==> src/rtl/imm_gen_pipe.sv <==
// imm_gen_pipe: pipelined RV immediate generator with a 2-entry valid/ready output FIFO
// Optional Z-type CSR immediate (src 101) is enabled by defining IMM_GEN_ZICSR_EN.
module imm_gen_pipe #(
  parameter int XLEN  = 32,
  parameter int TAG_W = 5
) (
  input  logic             i_clk,
  input  logic             i_rst_n,
  input  logic             i_flush,
  input  logic             i_valid,
  output logic             o_ready,
  input  logic [31:0]      i_instr,
  input  logic [2:0]       i_imm_src,
  input  logic [TAG_W-1:0] i_tag,
  output logic             o_valid,
  input  logic             i_ready,
  output logic [XLEN-1:0]  o_imm,
  output logic [TAG_W-1:0] o_tag,
  output logic             o_illegal
);
  logic [XLEN-1:0]  r_imm [2];
  logic [TAG_W-1:0] r_tag [2];
  logic [1:0]       r_ill;
  logic [XLEN-1:0]  r_last_imm;
  logic [TAG_W-1:0] r_last_tag;
  logic             r_last_ill;
  logic             r_rd, r_wr;
  logic [1:0]       r_cnt;
  logic [31:0]      w_imm32;
  logic [XLEN-1:0]  w_imm;
  logic             w_z, w_ill, w_push, w_pop, w_unused;
  logic             w_s;

  assign w_s = i_instr[31];
  assign w_imm32 = (i_imm_src == 3'd0) ? {{20{w_s}}, i_instr[31:20]} :
                   (i_imm_src == 3'd1) ? {{20{w_s}}, i_instr[31:25], i_instr[11:7]} :
                   (i_imm_src == 3'd2) ? {{19{w_s}}, i_instr[31], i_instr[7], i_instr[30:25], i_instr[11:8], 1'b0} :
                   (i_imm_src == 3'd3) ? {{11{w_s}}, i_instr[31], i_instr[19:12], i_instr[20], i_instr[30:21], 1'b0} :
                   (i_imm_src == 3'd4) ? {i_instr[31:12], 12'h000} : 32'h0;
`ifdef IMM_GEN_ZICSR_EN
  assign w_z = (i_imm_src == 3'b101);
`else
  assign w_z = 1'b0;
`endif
  assign w_ill = (i_imm_src > 3'd4) & ~w_z;
  assign w_imm = w_ill ? '0 : w_z ? XLEN'(i_instr[19:15]) : XLEN'($signed(w_imm32));
  assign w_unused = &{1'b0, i_instr[6:0]};

  assign o_ready   = (r_cnt < 2'd2) & i_rst_n;
  assign o_valid   = (r_cnt != 2'd0);
  assign w_push    = i_valid & o_ready;
  assign w_pop     = o_valid & i_ready;
  // Once empty, outputs fall back to the last value shown rather than stale slot data
  assign o_imm     = o_valid ? r_imm[r_rd] : r_last_imm;
  assign o_tag     = o_valid ? r_tag[r_rd] : r_last_tag;
  assign o_illegal = o_valid ? r_ill[r_rd] : r_last_ill;

  always_ff @(posedge i_clk) begin
    if (!i_rst_n) begin
      r_cnt      <= '0;
      r_rd       <= 1'b0;
      r_wr       <= 1'b0;
      r_imm[0]   <= '0;
      r_imm[1]   <= '0;
      r_tag[0]   <= '0;
      r_tag[1]   <= '0;
      r_ill      <= '0;
      r_last_imm <= '0;
      r_last_tag <= '0;
      r_last_ill <= 1'b0;
    end else begin
      r_last_imm <= o_imm;
      r_last_tag <= o_tag;
      r_last_ill <= o_illegal;
      if (i_flush) begin
        r_cnt <= '0;
        r_rd  <= 1'b0;
        r_wr  <= 1'b0;
      end else begin
        if (w_push) begin
          r_imm[r_wr] <= w_imm;
          r_tag[r_wr] <= i_tag;
          r_ill[r_wr] <= w_ill;
          r_wr        <= ~r_wr;
        end
        if (w_pop) r_rd <= ~r_rd;
        r_cnt <= r_cnt + 2'(w_push) - 2'(w_pop);
      end
    end
  end
endmodule
==> config.mk <==
export PLATFORM = sky130hd
export DESIGN_NAME = imm_gen_pipe
export DESIGN_NICKNAME = d
export VERILOG_FILES = /design/src/rtl/imm_gen_pipe.sv
export SDC_FILE = /design/constraint.sdc
export NUM_CORES = 1
export LEC_CHECK = 0
export ABC_AREA = 1
export CAP_MARGIN = 5
export CELL_PAD_IN_SITES_DETAIL_PLACEMENT = 1
export CELL_PAD_IN_SITES_GLOBAL_PLACEMENT = 1
export CORE_UTILIZATION = 41
export CTS_CLUSTER_SIZE = 10
export DETAILED_ROUTE_END_ITERATION = 10
export GPL_ROUTABILITY_DRIVEN = 0
export GPL_TIMING_DRIVEN = 0
export PLACE_DENSITY_LB_ADDON = 0.15
export SLEW_MARGIN = 15
export SYNTH_ARGS = -nofsm -noshare
export SYNTH_HDL_FRONTEND = slang
export SYNTH_SLANG_ARGS = --single-unit
==> constraint.sdc <==
create_clock -name i_clk -period 2.5 [get_ports i_clk]
set_clock_uncertainty 0.1 [all_clocks]
set_input_delay 0.25 -clock i_clk [delete_from_list [all_inputs] [get_ports i_clk]]
set_output_delay 0.25 -clock i_clk [all_outputs]
set_load 0.1 [all_outputs]
Word level (Yosys, flattened, before mapping)
Memories as Yosys holds them, arrays and structs flattened. A register that Yosys moved wholly into a read port is not among the register bits.
Cells that the tools add are included.
{"block": "classes", "n_addsub": 2, "n_mul": 0, "div": 0, "order_cmp": 5, "n_eq_ne": 4, "shift": 0, "muxes": 29, "bitwise_logic": 7, "n_reduce_logical": 7}
{"cell": "$mux W32", "count": 8}
{"cell": "$reduce_or A32 Y1", "count": 1}
{"cell": "$mux W1", "count": 17}
{"cell": "$mux W5", "count": 2}
{"cell": "$eq A3 B2 Y1 const B", "count": 2}
{"cell": "$reduce_or A5 Y1", "count": 1}
{"cell": "$lt A1 B2 Y1 const B", "count": 2}
{"cell": "$not A1 Y1", "count": 4}
{"cell": "$and A1 B1 Y1", "count": 3}
{"cell": "$eq A3 B1 Y1 const B", "count": 1}
{"cell": "$eq A3 B3 Y1 const B", "count": 1}
{"cell": "$gt A3 B3 Y1 const B", "count": 1}
{"cell": "$logic_not A3 Y1", "count": 1}
{"cell": "$add A2 B1 Y2", "count": 1}
{"cell": "$bwmux W2", "count": 1}
{"cell": "$lt A2 B2 Y1 const B", "count": 1}
{"cell": "$reduce_and A2 Y1", "count": 1}
{"cell": "$reduce_bool A2 Y1", "count": 1}
{"cell": "$reduce_or A2 Y1", "count": 1}
{"cell": "$sub A2 B1 Y2", "count": 1}
{"cell": "$demux W1 S1", "count": 1}
{"cell": "$ge A1 B1 Y1 const B", "count": 1}
{"cell": "$logic_and A1 B1 Y1", "count": 1}
{"block": "word_totals", "reg_bits": 44, "latchBits": 0, "ramBits": 74, "mem_bits_ro": 0, "inputBits": 45, "output_inout_bits": 40, "word_cells": 63, "n_memories": 2}
{"memory": "r_imm", "depth": 2, "width": 32, "rd": 1, "rd_ports_with_merged_regs": 1, "wr": 2, "line": "21", "rtl": "logic [XLEN-1:0] r_imm [2];"}
{"memory": "r_tag", "depth": 2, "width": 5, "rd": 1, "rd_ports_with_merged_regs": 1, "wr": 2, "line": "22", "rtl": "logic [TAG_W-1:0] r_tag [2];"}

Depth between registers and ports, before layout
{"block": "logic_depth", "ltp_word": 9, "mapped_depth": 11, "depth_no_buf": 10}

Least setup slack after synthesis
OpenSTA, ideal clock, no wires.
{"block": "synth_path", "path_kind": "reg2reg", "from": "reg r_cnt[1]", "to": "reg r_last_imm[27]", "arrival_time_ps": 2869, "required_time_ps": 2332, "slack_ps": -537, "stages_incl_launch_ff": 7, "path_buffers": 1, "cell_sequence": "dfxtp_1 -> nor2_2 -> inv_1 -> buf_2 -> nor2_1 -> a21oi_1 -> and2_1"}
{"block": "synth_via", "elab_chain_cells": 2}
{"item": "start, declared", "line": "28", "rtl": "logic [1:0] r_cnt;"}
{"item": "start signal, assigned", "line": "87", "rtl": "r_cnt <= r_cnt + 2'(w_push) - 2'(w_pop);"}
{"item": "$reduce_bool A2 Y1", "line": "50", "rtl": "assign o_valid = (r_cnt != 2'd0);"}
{"item": "via o_valid", "line": "15", "rtl": "output logic o_valid,"}
{"item": "$mux W32", "line": "54", "rtl": "assign o_imm = o_valid ? r_imm[r_rd] : r_last_imm;"}
{"item": "via o_imm[27]", "line": "17", "rtl": "output logic [XLEN-1:0] o_imm,"}
{"item": "end signal, assigned", "line": "72", "rtl": "r_last_imm <= o_imm;"}
{"item": "end, declared", "line": "24", "rtl": "logic [XLEN-1:0] r_last_imm;"}
The timed path passes the listed nets, and every way through them passes these cells.
A chain may end at the register's enable or synchronous reset.

==> flow_metrics.env <==
export IMPL_run_status="completed"
export IMPL_final_core_util_pct=54.1
export IMPL_clockPowerShare_pct=37.6
export IMPL_totalNegativeSetupSlack_ns=0
export IMPL_drc=0
export IMPL_start_kind="flip-flop"
export IMPL_max_freq_ghz=0.418
export IMPL_per_cell_via_count_in_the_routed_design=5.13
export IMPL_endpoint_kind_of_the_worst_setup_timing_path="primary output"
export IMPL_most_common_layout_cells="nand2_1 (101), nor2_1 (101), edfxtp_1 (74), a21oi_1 (55), dfxtp_1 (44)"
export IMPL_ctsHtreeMaxLevel=4
export IMPL_numClockSinks=119
export IMPL_switching_power_w=0.00186
export IMPL_cts_repair_timing_setup_buffer_count=0
export IMPL_vdd_ir_drop_worst_uv=409
export IMPL_detail_route_iter0_violations=243
export IMPL_tightestPinTransition_ns=0.955
export IMPL_num_antenna_cells=0
export IMPL_initial_utilization_pct=42.4
export IMPL_grt_first_pass_wirelength_mm=24.3
export IMPL_combinationalPowerShare_pct=23.1
export IMPL_cap_viol_max_count=0
export IMPL_finalCriticalPeriod_ns=2.39
export IMPL_timing_critical_path_slowest_cell_delay_ns=0.44
export IMPL_switching_share_pct=32.8
export IMPL_max_slew_margin_rel_pct=36.6
export IMPL_critPathMostFrequentCell="buf_2"
export IMPL_grt_start_max_net_pins=38
export IMPL_setup_repair_after_global_routing_missed_its_margin="false"
export IMPL_chipWidth_um=117
export IMPL_cts_resized_gates=194
export IMPL_layout_setup_ws_ns=0.108
export IMPL_die_area_um2=13700
export IMPL_clock_tree_from_tritoncts="yes"
export IMPL_report_final_hold_viol_count=0
export IMPL_post_synth_instance_area_um2=5420
export IMPL_antenna_violating_nets_post_route=0
export IMPL_power_per_cell_area_nw_per_um2=822
export IMPL_design_final_nets=731
export IMPL_grt_use_total_pct=24.3
export IMPL_num_fill_cells=1481
export IMPL_postSynthRegisterBits=119
export IMPL_dp_worst_setup_slack_ns=-0.481
export IMPL_whs_ns=0.317
export IMPL_crit_path_cell_trace="buf_2, buf_2, a21oi_1, a21oi_2, buf_2"
export IMPL_slowest_stage="buf_2"
export IMPL_ys_seq_area_share_pct=57.7
export IMPL_layout_drive_gt1_share_pct=22.8
export IMPL_timing_critical_path_fanout_max=10
export IMPL_dp_hpwl_mm=10.6
export IMPL_drt_pass1_iterations=4
export IMPL_worst_ep_arrival_time_ns=2.04
export IMPL_final_min_period_over_clock_period_pct=95.7
export IMPL_yosys_warnings=0
export IMPL_worst_hold_path_type="input port to flip-flop"
export IMPL_overflow=0
export IMPL_netlist_cell_type_count=30
export IMPL_die_h_um=117
export IMPL_row_count=41
export IMPL_drt_total_wl_mm=15.1
export IMPL_syn_num_nets=637
export IMPL_report_final_slew_viol_count=0
export IMPL_vias_in_the_first_global_route=4743
export IMPL_ioPinCount=85
export IMPL_post_drt_wl_per_cell_um=17.4
export IMPL_area_growth_synth_to_final_pct=27.6
export IMPL_cts_root_buf="clkbuf_16"
export IMPL_power_share_sequential_pct=39.3
export IMPL_clock_path_buffers=2
export IMPL_clk_pin_slew_ns=0.05
export IMPL_ff2ff_setup_slack_ns=0.23
export IMPL_cts_made_buffers=17
export IMPL_cts_hold_buf=0
export IMPL_floorplan_core_area_um2=12800
export IMPL_vias=4460
export IMPL_post_synth_cell_area_avg_um2=9.18
export IMPL_clock_latency_ns=0.41
export IMPL_syn_instance_count=590
export IMPL_internal_power_w=0.00381
export IMPL_grt_antenna_before_repair=0
export IMPL_io_buffers=75
export IMPL_power_static_leakage_nw=2.93
export IMPL_setup_viol_count_final=0
export IMPL_cp_data_required_time_ns=2.15
export IMPL_category_of_the_critical_setup_timing_path="flip-flop to primary output"
-- per-layer routing --
metal / wire length (um) / share of wire, % / vias up / track usage, %
li1: - / - / 2142 / -
met1: 6520 / 43 / 2190 / 29.0
met2: 7720 / 51 / 107 / 43.6
met3: 621 / 4.1 / 21 / 4.17
met4: 237 / 1.6 / 0 / 9.28
met5: 0 / 0 / - / 0
-- worst max-delay path, delay by kind of cell, from the launching register on --
kind	cells	cell delay [ns]
flops	1	0.34
buf+inv	3	0.99
compound gates	2	0.28
-- layout make-up --
type | count | area [um2] | share of cell area, %
inverters | 38 | 145 | 2.10
flip-flops and latches | 119 | 3120 | 45.2
clock inverters | 4 | 18.8 | 0.272
plain buffers | 33 | 213 | 3.08
multi-input cells | 400 | 2100 | 30.4
clock buffers | 28 | 497 | 7.19
well taps | 172 | 215 | 3.11
repair buffers | 75 | 596 | 8.62
-- stage by stage --
stage | cells | cell area [um2] | power [W]
after detailed placement | 837 | 6530 | 0.00365
after CTS | 869 | 6900 | 0.00571
after global placement | 837 | 6530 | 0.00361
after floorplan | 590 | 5560 | 0.00328
after global routing | 869 | 6910 | 0.00589
final | 869 | 6910 | 0.00568
-- cells in the mapped netlist (all sizes together) --
| cell type | count | area [um2] |
|---|---|---|
| nor2 | 110 | 460 |
| nand2 | 109 | 444 |
| a21oi | 93 | 465 |
| edfxtp | 74 | 2220 |
| dfxtp | 45 | 901 |
| and2 | 38 | 238 |
| inv | 38 | 145 |
| buf | 22 | 166 |
| nand3 | 21 | 135 |
| nor3 | 14 | 96.4 |
| clkbuf | 11 | 41.3 |
| o21ai | 9 | 45.0 |
| ha | 2 | 25.0 |
| o221ai | 1 | 8.76 |
| o22ai | 1 | 6.26 |
| or2 | 1 | 6.26 |
| xnor2 | 1 | 8.76 |
-- worst paths after layout --
| kind | startpoint | cells after the start | to |
|---|---|---|---|
| max | flip-flop | 5 | o_imm[20] |
| min | i_imm_src[1] | 3 | r_ill[0] |
| max reg2reg | r_cnt[0] | 11 | r_cnt[1] |
| min reg2reg | r_ill[1] | 2 | r_ill[1] |
-- power by group through the flow --
stage | sequential (W) | combinational (W) | clock [W]
after floorplan | 0.00226 | 0.00103 | 0
after global placement | 0.00226 | 0.00135 | 0
after detailed placement | 0.00227 | 0.00138 | 0
after CTS | 0.00223 | 0.00132 | 0.00217
after global routing | 0.00224 | 0.00139 | 0.00226
final | 0.00223 | 0.00131 | 0.00214
-- logic make-up after synthesis --
| group | after synthesis | share of synthesized area [%] |
|---|---|---|
| buffers and inverters | 71 | 6.52 |
| and+or+nand+nor | 293 | 25.5 |
| DFF | 119 | 57.7 |
| AOI/OAI and AO/OA | 104 | 9.70 |
| adders and majority gates | 2 | 0.462 |
| xor gates and xnor gates | 1 | 0.162 |
-- sequential cells by signal, indices dropped and copies added (netlist names), named ones only --
signal	cells
r_imm	64
r_last_imm	32
r_tag	10
r_last_tag	5
r_cnt	2
r_ill	2
r_last_ill	1
r_rd	1
r_wr	1
No activity file was read; power rests on OpenSTA's default activity.
